File: src/rtl/load_store_unit.sv
// Load/store controller for the word-wide data memory: byte/half/word access with RMW sub-word stores.
// Optional alignment check enabled by defining LSU_ALIGN_CHECK_EN.
//
// state | meaning
// IDLE  | ready for a request
// RD    | memory word read at the captured address
// WR    | single-cycle memory write
// RESP  | one-cycle response pulse
module load_store_unit #(
    parameter int DEPTH  = 1024,
    parameter int ADDR_W = $clog2(DEPTH)
) (
    input  logic              clk,
    input  logic              rst_n,
    input  logic              req_valid,
    output logic              req_ready,
    input  logic              req_we,
    input  logic [1:0]        req_size,
    input  logic              req_unsigned,
    input  logic [ADDR_W-1:0] req_addr,
    input  logic [31:0]       req_wdata,
    output logic              resp_valid,
    output logic [31:0]       resp_rdata,
    output logic              resp_err,
    output logic              mem_wr_en,
    output logic [ADDR_W-1:0] mem_addr,
    output logic [31:0]       mem_wr_data,
    input  logic [31:0]       mem_rd_data
);

    typedef enum logic [1:0] {IDLE, RD, WR, RESP} state_t;

    state_t            state, state_nx;
    logic              accept;
    logic              misaligned;
    logic              cap_we;
    logic              cap_unsigned;
    logic [1:0]        cap_size;
    logic [ADDR_W-1:0] cap_addr;
    logic [31:0]       cap_wdata;
    logic [31:0]       rd_word;
    logic [31:0]       load_data;
    logic [31:0]       merged;
    logic [7:0]        byte_sel;
    logic [15:0]       half_sel;

    assign accept   = req_valid && req_ready;
    assign mem_addr = {cap_addr[ADDR_W-1:2], 2'b00};

`ifdef LSU_ALIGN_CHECK_EN
    always_comb begin
        case (req_size)
            2'b00:   misaligned = 1'b0;
            2'b01:   misaligned = req_addr[0];
            default: misaligned = |req_addr[1:0];
        endcase
    end
`else
    assign misaligned = 1'b0;
`endif

    always_ff @(posedge clk or negedge rst_n) begin
        if (!rst_n) state <= IDLE;
        else        state <= state_nx;
    end

    always_comb begin
        state_nx = state;
        case (state)
            IDLE: begin
                if (accept) begin
                    if (misaligned)                state_nx = RESP;
                    else if (req_we && req_size[1]) state_nx = WR;
                    else                           state_nx = RD;
                end
            end
            RD:      state_nx = cap_we ? WR : RESP;
            WR:      state_nx = RESP;
            default: state_nx = IDLE;
        endcase
    end

    // Lane selection and extension act on the live read word; RMW merges into the word captured in RD.
    always_comb begin
        byte_sel = mem_rd_data[{cap_addr[1:0], 3'b000} +: 8];
        half_sel = cap_addr[1] ? mem_rd_data[31:16] : mem_rd_data[15:0];
        if (cap_size[1])
            load_data = mem_rd_data;
        else if (cap_size[0])
            load_data = cap_unsigned ? {16'h0000, half_sel} : {{16{half_sel[15]}}, half_sel};
        else
            load_data = cap_unsigned ? {24'h000000, byte_sel} : {{24{byte_sel[7]}}, byte_sel};

        merged = rd_word;
        if (cap_size[1])
            merged = cap_wdata;
        else if (cap_size[0])
            merged[{cap_addr[1], 4'b0000} +: 16] = cap_wdata[15:0];
        else
            merged[{cap_addr[1:0], 3'b000} +: 8] = cap_wdata[7:0];
    end

    always_comb begin
        req_ready   = (state == IDLE);
        resp_valid  = (state == RESP);
        mem_wr_en   = (state == WR);
        mem_wr_data = (state == WR) ? merged : 32'h0;
    end

    always_ff @(posedge clk or negedge rst_n) begin
        if (!rst_n) begin
            cap_we       <= 1'b0;
            cap_unsigned <= 1'b0;
            cap_size     <= 2'b00;
            cap_addr     <= '0;
            cap_wdata    <= 32'h0;
            rd_word      <= 32'h0;
            resp_rdata   <= 32'h0;
            resp_err     <= 1'b0;
        end else begin
            if (accept) begin
                cap_we       <= req_we;
                cap_unsigned <= req_unsigned;
                cap_size     <= req_size;
                cap_addr     <= req_addr;
                cap_wdata    <= req_wdata;
            end
            case (state)
                IDLE: begin
                    if (accept && misaligned) begin
                        resp_rdata <= 32'h0;
                        resp_err   <= 1'b1;
                    end
                end
                RD: begin
                    if (cap_we) begin
                        rd_word <= mem_rd_data;
                    end else begin
                        resp_rdata <= load_data;
                        resp_err   <= 1'b0;
                    end
                end
                WR: begin
                    resp_rdata <= 32'h0;
                    resp_err   <= 1'b0;
                end
                default: ;
            endcase
        end
    end

endmodule

File: config.mk
export PLATFORM = sky130hd
export DESIGN_NAME = load_store_unit
export DESIGN_NICKNAME = d
export VERILOG_FILES = /design/src/rtl/load_store_unit.sv
export SDC_FILE = /design/constraint.sdc
export NUM_CORES = 1
export LEC_CHECK = 0
export BUFFER_PORTS_ARGS = -buffer_cell sky130_fd_sc_hd__buf_2
export CORE_ASPECT_RATIO = 0.7
export CORE_UTILIZATION = 35
export CTS_CLUSTER_DIAMETER = 60
export DETAILED_ROUTE_END_ITERATION = 12
export PLACE_DENSITY = 0.64
export SLEW_MARGIN = 10
export SYNTH_ARGS = -nofsm -noshare
export SYNTH_HDL_FRONTEND = slang
export SYNTH_SLANG_ARGS = --single-unit
File: constraint.sdc
create_clock -name clk -period 5.3 [get_ports clk]
set_clock_uncertainty 0.05 [all_clocks]
set_input_delay 1.325 -clock clk [delete_from_list [all_inputs] [get_ports clk]]
set_output_delay 1.325 -clock clk [all_outputs]
set_load 0.01 [all_outputs]
==> results.txt, run 1 <==
The number of buffers inserted by port buffering came out at 155. The critical path is of the reg2out type. The dominant cell by count in the synthesized netlist is nand2_1. The compound-cell area share of the yosys netlist is 0.205. The cell sitting at the root of the clock tree is a clkbuf_16. The worst setup path is captured at an output pin. The tool flagged a number of max-cap violations equal to 0. The first-pass GRT wire length is between 30 and 40 mm.

The unique cell type count in the Yosys netlist is 47. The clock tree buffer depth came out at 2. Setup violations remaining at the end of the flow were counted as 0. The count of TritonRoute iterations in the first routing pass came out at 5. At the worst endpoint, the required time is 3920 ps. The register clock-pin slew on the reported worst setup and hold paths came out at around 80 ps.

Summed over all layers, the routed wires come to between 15 and 20 mm. The remaining number of nets flagged by the antenna check after routing is 0. The minimum clock period after layout is ~4200 ps. The largest fanout of any net on the critical path is 14. The source-to-sink clock delay at the later pin of the worst-skew pair is ~360 ps.

The total vias in the final route is between 5000 and 6000. The final period utilization is 0.793. The synthesis-to-finish area growth is 18.3%. The simple-gate portion of the synthesized area came out at 0.158.

The initial core utilization is 0.357. Counting every sink on the clock net gives 112. Entering global routing, the biggest net connects a little under 60 pins. The placement row count came out at 41.

The standby leakage power is ~3.7 nW. The slew at the pin closest to its max-slew limit is 1130 ps. The top cell type by total area after synthesis is dfrtp_1. Hold timing on the final database bottoms out at a slack of about 440 ps. The diode insertion count for antenna repair is 0.

The sum of overflow across all layers after global routing is 0. After global routing, the most crowded layer is met1. The detailed placer's ending HPWL came out at 14.2 mm. The number of I/O pins came out at roughly 160. In the final layout, the share of cells above drive strength 1 is 0.301. The power consumption is a little under 5 mW.

The share of flip-flops with an asynchronous set or reset came out at 1.00. The number of antenna violations at the first check in global routing came to 0. Clock tree synthesis inserted a total of 9 buffers. The number of nets at the end of the flow is roughly 880. The clock tree from TritonCTS is built.

The launching element type of the critical path is a register. The path class of the lowest-slack min-delay path is reg2reg. The areal power density over the cells is roughly 640 nW/um^2.

Synthesis produced a netlist whose cell count is 669. VDD sags by at most around 0.3 mV. The depth of the CTS H-tree came out at 3. The number of filler instances in the final layout came out at between 1500 and 2000.

Of the post-synthesis cell area, the part taken by muxes is 0.128. The met1 demand-to-capacity share in global routing is 0.323. The placeable core area came out at around 18000 um^2. The total of cells resized after clock tree synthesis is 0. In the synthesized netlist, the cells that appear most often are 126 x nand2_1, 112 x dfrtp_1, 47 x mux2_2.

In the routed design, unresolved DRC markers number 0. The share of synthesized area occupied by flip-flops and latches is 0.437. The number of buffers added for setup after CTS came out at 0. In the routed layout, each cell is associated on average with a via count of approximately 5.5. Measured on the finished design, the core utilization comes to 0.423. The detailed router's first-iteration violation count is 467. Of the post-synthesis cell area, the dominant cell type holds 0.437.

The final count of hold timing violations is 0. The most used flip-flop cell after synthesis is dfrtp_1. For this run, the number of Yosys warnings is 0.

The global placement routability congestion is between 0.8 and 0.9. The flow ran to the end, and the final reports show no timing, DRC or antenna violations. The vertical die dimension is 115 um. The hold buffer count at CTS came out at 0. The via count of the first global-routing pass is between 5000 and 6000. The worst slew slack as a fraction of its limit is 0.243.

In the global route stage, met2 resource usage came out at 0.308. The data arrival time of the critical path came out at 2830 ps. Setup repair after global routing left no endpoint under its margin.

The highest attainable clock frequency came out at between 0.2 and 0.25 GHz. The post-detailed-route wirelength per cell came out at a little under 20 um. The final-report max-slew violation count came out at 0. The die area came out at ~19000 um^2.

The mean instance size in the synthesized netlist came out at around 9.6 um^2. The area of the mapped netlist came out at 6420 um^2. The share of synthesized cell area in full adder, half adder and majority cells came out at 0.0176. The global router's overall resource usage is 0.216. Along the worst hold path, the cell count comes to 2.

Adding up every negative setup slack in the final design gives 0 ps. The number of cells on the worst reg-to-reg path is 7. Yosys mapped a number of flops with a built-in enable equal to 0. The flip-flop and latch count after synthesis is ~110. After synthesis, the largest family of logic cells by area is compound AO/OA/AOI/OAI gates. The fraction of synthesized cell area in xor and xnor cells is 0.

The met3 track demand over resource is 0.0559. Sorting the synthesized cells by area gives the leading types as dfrtp_1 44%, mux2_2 8.2%, nand2_1 7.4%. The die extent in x came out at 164 um.
power by group:
part           switching, mW  internal, mW
logic                   1.40          1.09
registers              0.414          1.26
clock network          0.362         0.335
total                   2.18          2.68
stage by stage:
stage          std cells  instance area (um^2)  worst slack, ps
2_1_floorplan        671                  6420             1770
3_5_place_dp        1010                  7290             1510
5_1_grt             1026                  7590              839
6_report            1026                  7590             1100
3_3_place_gp        1010                  7290             1570
4_1_cts             1026                  7590             1120
logic make-up (layout without fill, tap and decap cells):
group | Yosys count | in the layout
AND/OR/NAND/NOR | 215 | 215
AO/OA/AOI/OAI | 183 | 183
buffers and inverters | 74 | 193
flip-flops | 112 | 112
multiplexers | 75 | 75
adder cells (fa/ha/maj) | 9 | 9
other | 1 | 3
layout make-up:
class	instances	area (um^2)	area share
Multi-Input combinational cell	485	3280	0.433
Sequential cell	112	2800	0.369
Timing Repair Buffer	167	868	0.114
Tap cell	236	295	0.0389
Clock buffer	9	225	0.0297
Clock inverter	7	77.6	0.0102
Inverter	10	37.5	0.00495
state kept, by name (all words and copies together) (netlist names):
name and flops:
rd_word 32, cap_wdata 32, cap_size 2, cap_unsigned 1, resp_rdata 32, state 2
cap_we 1, cap_addr 10
layout by cell type, fill, tap and decap left out, types with 13 or more instances in the layout:
| master | n |
|---|---|
| nand3_1 | 23 |
| mux2i_1 | 27 |
| o21ai_0 | 30 |
| nand2b_1 | 25 |
| buf_2 | 154 |
| nor2b_1 | 13 |
| a221o_1 | 15 |
| nand2_1 | 125 |
| buf_4 | 13 |
| a21oi_1 | 36 |
| dfrtp_1 | 112 |
| a21boi_0 | 14 |
| a221oi_1 | 19 |
| a211o_1 | 32 |
| mux2_2 | 47 |
metal layers:
metal | part of all wire | up-vias
li1 | - | 2633
met1 | 0.48 | 2734
met2 | 0.41 | 233
met3 | 0.087 | 24
met4 | 0.013 | 0
met5 | 0 | -
final timing paths:
path | start | to | slack, ps
worst max-delay path | cap_addr[0] | mem_wr_data[25] | 1100
worst min-delay path | resp_rdata[1] | resp_rdata[1] | 440
worst max register to register | state[0] | resp_rdata[27] | 2330
worst min register to register | resp_rdata[1] | resp_rdata[1] | 440
max in group asynchronous | rst_n | resp_rdata[27] | 3240
min in group asynchronous | rst_n | resp_rdata[1] | 970
critical path, cell delays in order, from the launching register on:
cell      delay (ps)
dfrtp_1          660
inv_1            160
ha_1             370
nor4bb_1         280
buf_4            220
a221oi_1          90
a211o_1          320
a21boi_0         190
buf_2            160
Power figures use the tool's default switching activity.
==> inputs of run 2 (changes only) <==
==> constraint.sdc (replaced) <==
create_clock -name clk -period 4.2 [get_ports clk]
set_clock_uncertainty 0.05 [all_clocks]
set_input_delay 1.05 -clock clk [delete_from_list [all_inputs] [get_ports clk]]
set_output_delay 1.05 -clock clk [all_outputs]
set_load 0.01 [all_outputs]
==> run 2 against run 1 <==
Net effect:
- sequential cell count is the same
- critical path depth is the same
- cell count grew 0.29%
- sequential share of layout area shrank 0.38 points
- register-to-register slack lost 810 ps
- via count grew 0.18%
- non-clock buffer count grew 5
- first-iteration DRC count grew 8.1%
- worst setup slack lost 820 ps
- design area grew 1.0%
- combinational power grew 27%
- largest cell class unchanged
==> results.txt, run 2 (synthesized netlist as in run 1, its figures left out) <==
Dividing the final minimum period by the clock period gives 0.934. The area after detailed placement is ~7300 um^2. The critical path is of the reg2out type.

The placement row count is a little over 40. Setup repair after global routing left no endpoint under its margin. Setup violations remaining at the end of the flow were counted as 0. The global placement routability congestion came out at 0.820. The number of hold buffers added after CTS was 0. The most frequent standard cell in the layout excluding fill and tap cells is buf_2. The detailed router's first-iteration violation count is 505. The depth of the most critical reg-to-reg path is 6. After the last flow step, the layout net total stands at 880. The via count of the first global-routing pass is about 5200.

The total of cells resized after clock tree synthesis came out at 0. The final-report max-slew violation count is 0. In the post-route analysis, the smallest setup slack over all paths is ~280 ps. The register clock-pin slew on the reported worst setup and hold paths is 70 ps. The sum of overflow across all layers after global routing came out at 0. The final count of hold timing violations is 0.

The largest registers in the layout are cap_wdata x32, rd_word x32, resp_rdata x32. The number of I/O pins is between 150 and 200. The power consumption came out at 6.25 mW. The largest fanout of any net on the critical path came out at 14. The final layout contains routed wiring with a total length of 19.9 mm.

The fraction of met2 tracks used by global routing came out at 0.309. The remaining number of nets flagged by the antenna check after routing is 0. The number of filler instances in the final layout is between 1500 and 2000.

The detailed placer's ending HPWL is 14.5 mm. The maximum ir drop on the vdd rail came out at between 0.4 and 0.5 mV. Measured against its own limit, the worst slew margin works out to 0.251. No sink is reached through more buffers than the 2 on the longest clock path. The worst setup path is captured at an output pin.

The worst setup path is launched from a register. The source-to-sink clock delay at the later pin of the worst-skew pair came out at between 300 and 400 ps. The clock tree synthesis step divided the H-tree into 3 levels. The diode insertion count for antenna repair came out at 0. In the layout the commonest cells are 154 x buf_2, 125 x nand2_1, 112 x dfrtp_1. The largest net degree at the start of global routing came out at a little over 60.

The number of buffers inserted during clock tree synthesis is 9. Max-cap violations in this run came to 0. Summing all multi-input logic gate instances after layout gives ~3300 um^2.

The number of antenna violations at the first check in global routing came out at 1. The area of all placed cells without fillers came out at ~7700 um^2. The minimum clock period after layout came out at 3920 ps. Data arrives at the worst endpoint at ~2800 ps.

The mean number of vias per cell is about 5.5. The flow ran to the end, and the final reports show no timing, DRC or antenna violations. Clock tree synthesis found a total of around 110 sinks.

The number of buffers added for setup after CTS is 0. The tightest min-delay check is of the reg2reg type. The met1 demand-to-capacity share in global routing came out at 0.319. The pre-antenna-repair detailed-routing pass consisted of 5 iterations. The cell total after placement is around 1000. The first-pass GRT wire length came out at 30.7 mm. The number of cells in the finished layout apart from fillers came out at around 1000. Dividing total power by cell area gives a power density of 815 nW/um^2. The required time of the worst setup path came out at ~3100 ps. The placeable core area came out at around 18000 um^2.

The flip-flop and latch area came out at approximately 2800 um^2. The total vias in the final route came out at 5634. Static timing analysis puts the maximum clock frequency at about 0.25 GHz. Measured on the finished design, the core utilization comes to 0.427. The area growth from synthesis to layout is 19.5%. The die area is around 19000 um^2. The global router's overall resource usage is 0.217.

The worst hold path was traced through 2 stages. TritonCTS built the clock tree. Final hold analysis gives a worst-case slack of 431 ps. For the pin with the worst max-slew slack, the measured transition is ~1100 ps. The standby leakage power is 3.79 nW.

The remaining design rule violation count is 0. After global routing, the most crowded layer is met1. For this configuration, the core starts out at a cell density of 0.357.

The pre-CTS worst setup slack came out at 687 ps. After routing, the total negative slack on setup checks comes to 0 ps. For met3 alone, demand over resource in global routing was 0.0628. In this run the tool buffered the top-level ports with around 160 buffer cells. The vertical die dimension came out at 115 um. The root buffer cell chosen for the clock tree is clkbuf_16. The post-detailed-route wirelength per cell is about 19 um.

From left edge to right edge, the die measures between 150 and 200 um. Of the cells placed in the final design, the portion with a size suffix greater than 1 is 0.304.
==> run 2: cell types whose count changed in the layout (fill, tap and decap cells not counted), sizes merged <==
cell      change
bufinv        +3
clkinv        -3
buf           +5
clkinvlp      -1
inv           -1
==> run 2: worst paths after layout <==
| check | start | endpoint | slack [ps] |
|---|---|---|---|
| worst max-delay path | cap_addr[0] | mem_wr_data[24] | 280 |
| worst min-delay path | resp_rdata[5] | resp_rdata[5] | 430 |
| worst max register to register | state[0] | resp_rdata[31] | 1520 |
| worst min register to register | resp_rdata[5] | resp_rdata[5] | 430 |
| max in group asynchronous | rst_n | cap_addr[8] | 2560 |
| min in group asynchronous | rst_n | resp_rdata[1] | 740 |
==> run 2: critical path, stage by stage (launching register included) <==
cell and delay, ps:
dfrtp_1 620, inv_1 160, ha_1 370, nor4bb_1 400
buf_4 220, a221oi_1 80, a211o_1 290, a21boi_0 160
buf_2 160
==> run 2: power by group <==
group / internal (mW) / leakage [nW] / switching, mW
logic: 1.40 / 2.24 / 1.77
registers: 1.59 / 1.39 / 0.514
clock network: 0.580 / 0.163 / 0.403
==> run 2: final cells by class <==
| class | count | share of cell area |
|---|---|---|
| Multi-Input combinational cell | 485 | 0.428 |
| Sequential cell | 112 | 0.365 |
| Timing Repair Buffer | 172 | 0.120 |
| Tap cell | 236 | 0.0385 |
| Clock buffer | 9 | 0.0294 |
| Clock inverter | 5 | 0.0139 |
| Inverter | 10 | 0.00489 |
==> run 2: layer usage <==
metal,wire [um],share of wire
met1,9420,0.47
met2,8330,0.42
met3,1800,0.090
met4,293,0.015
met5,15,0.00076
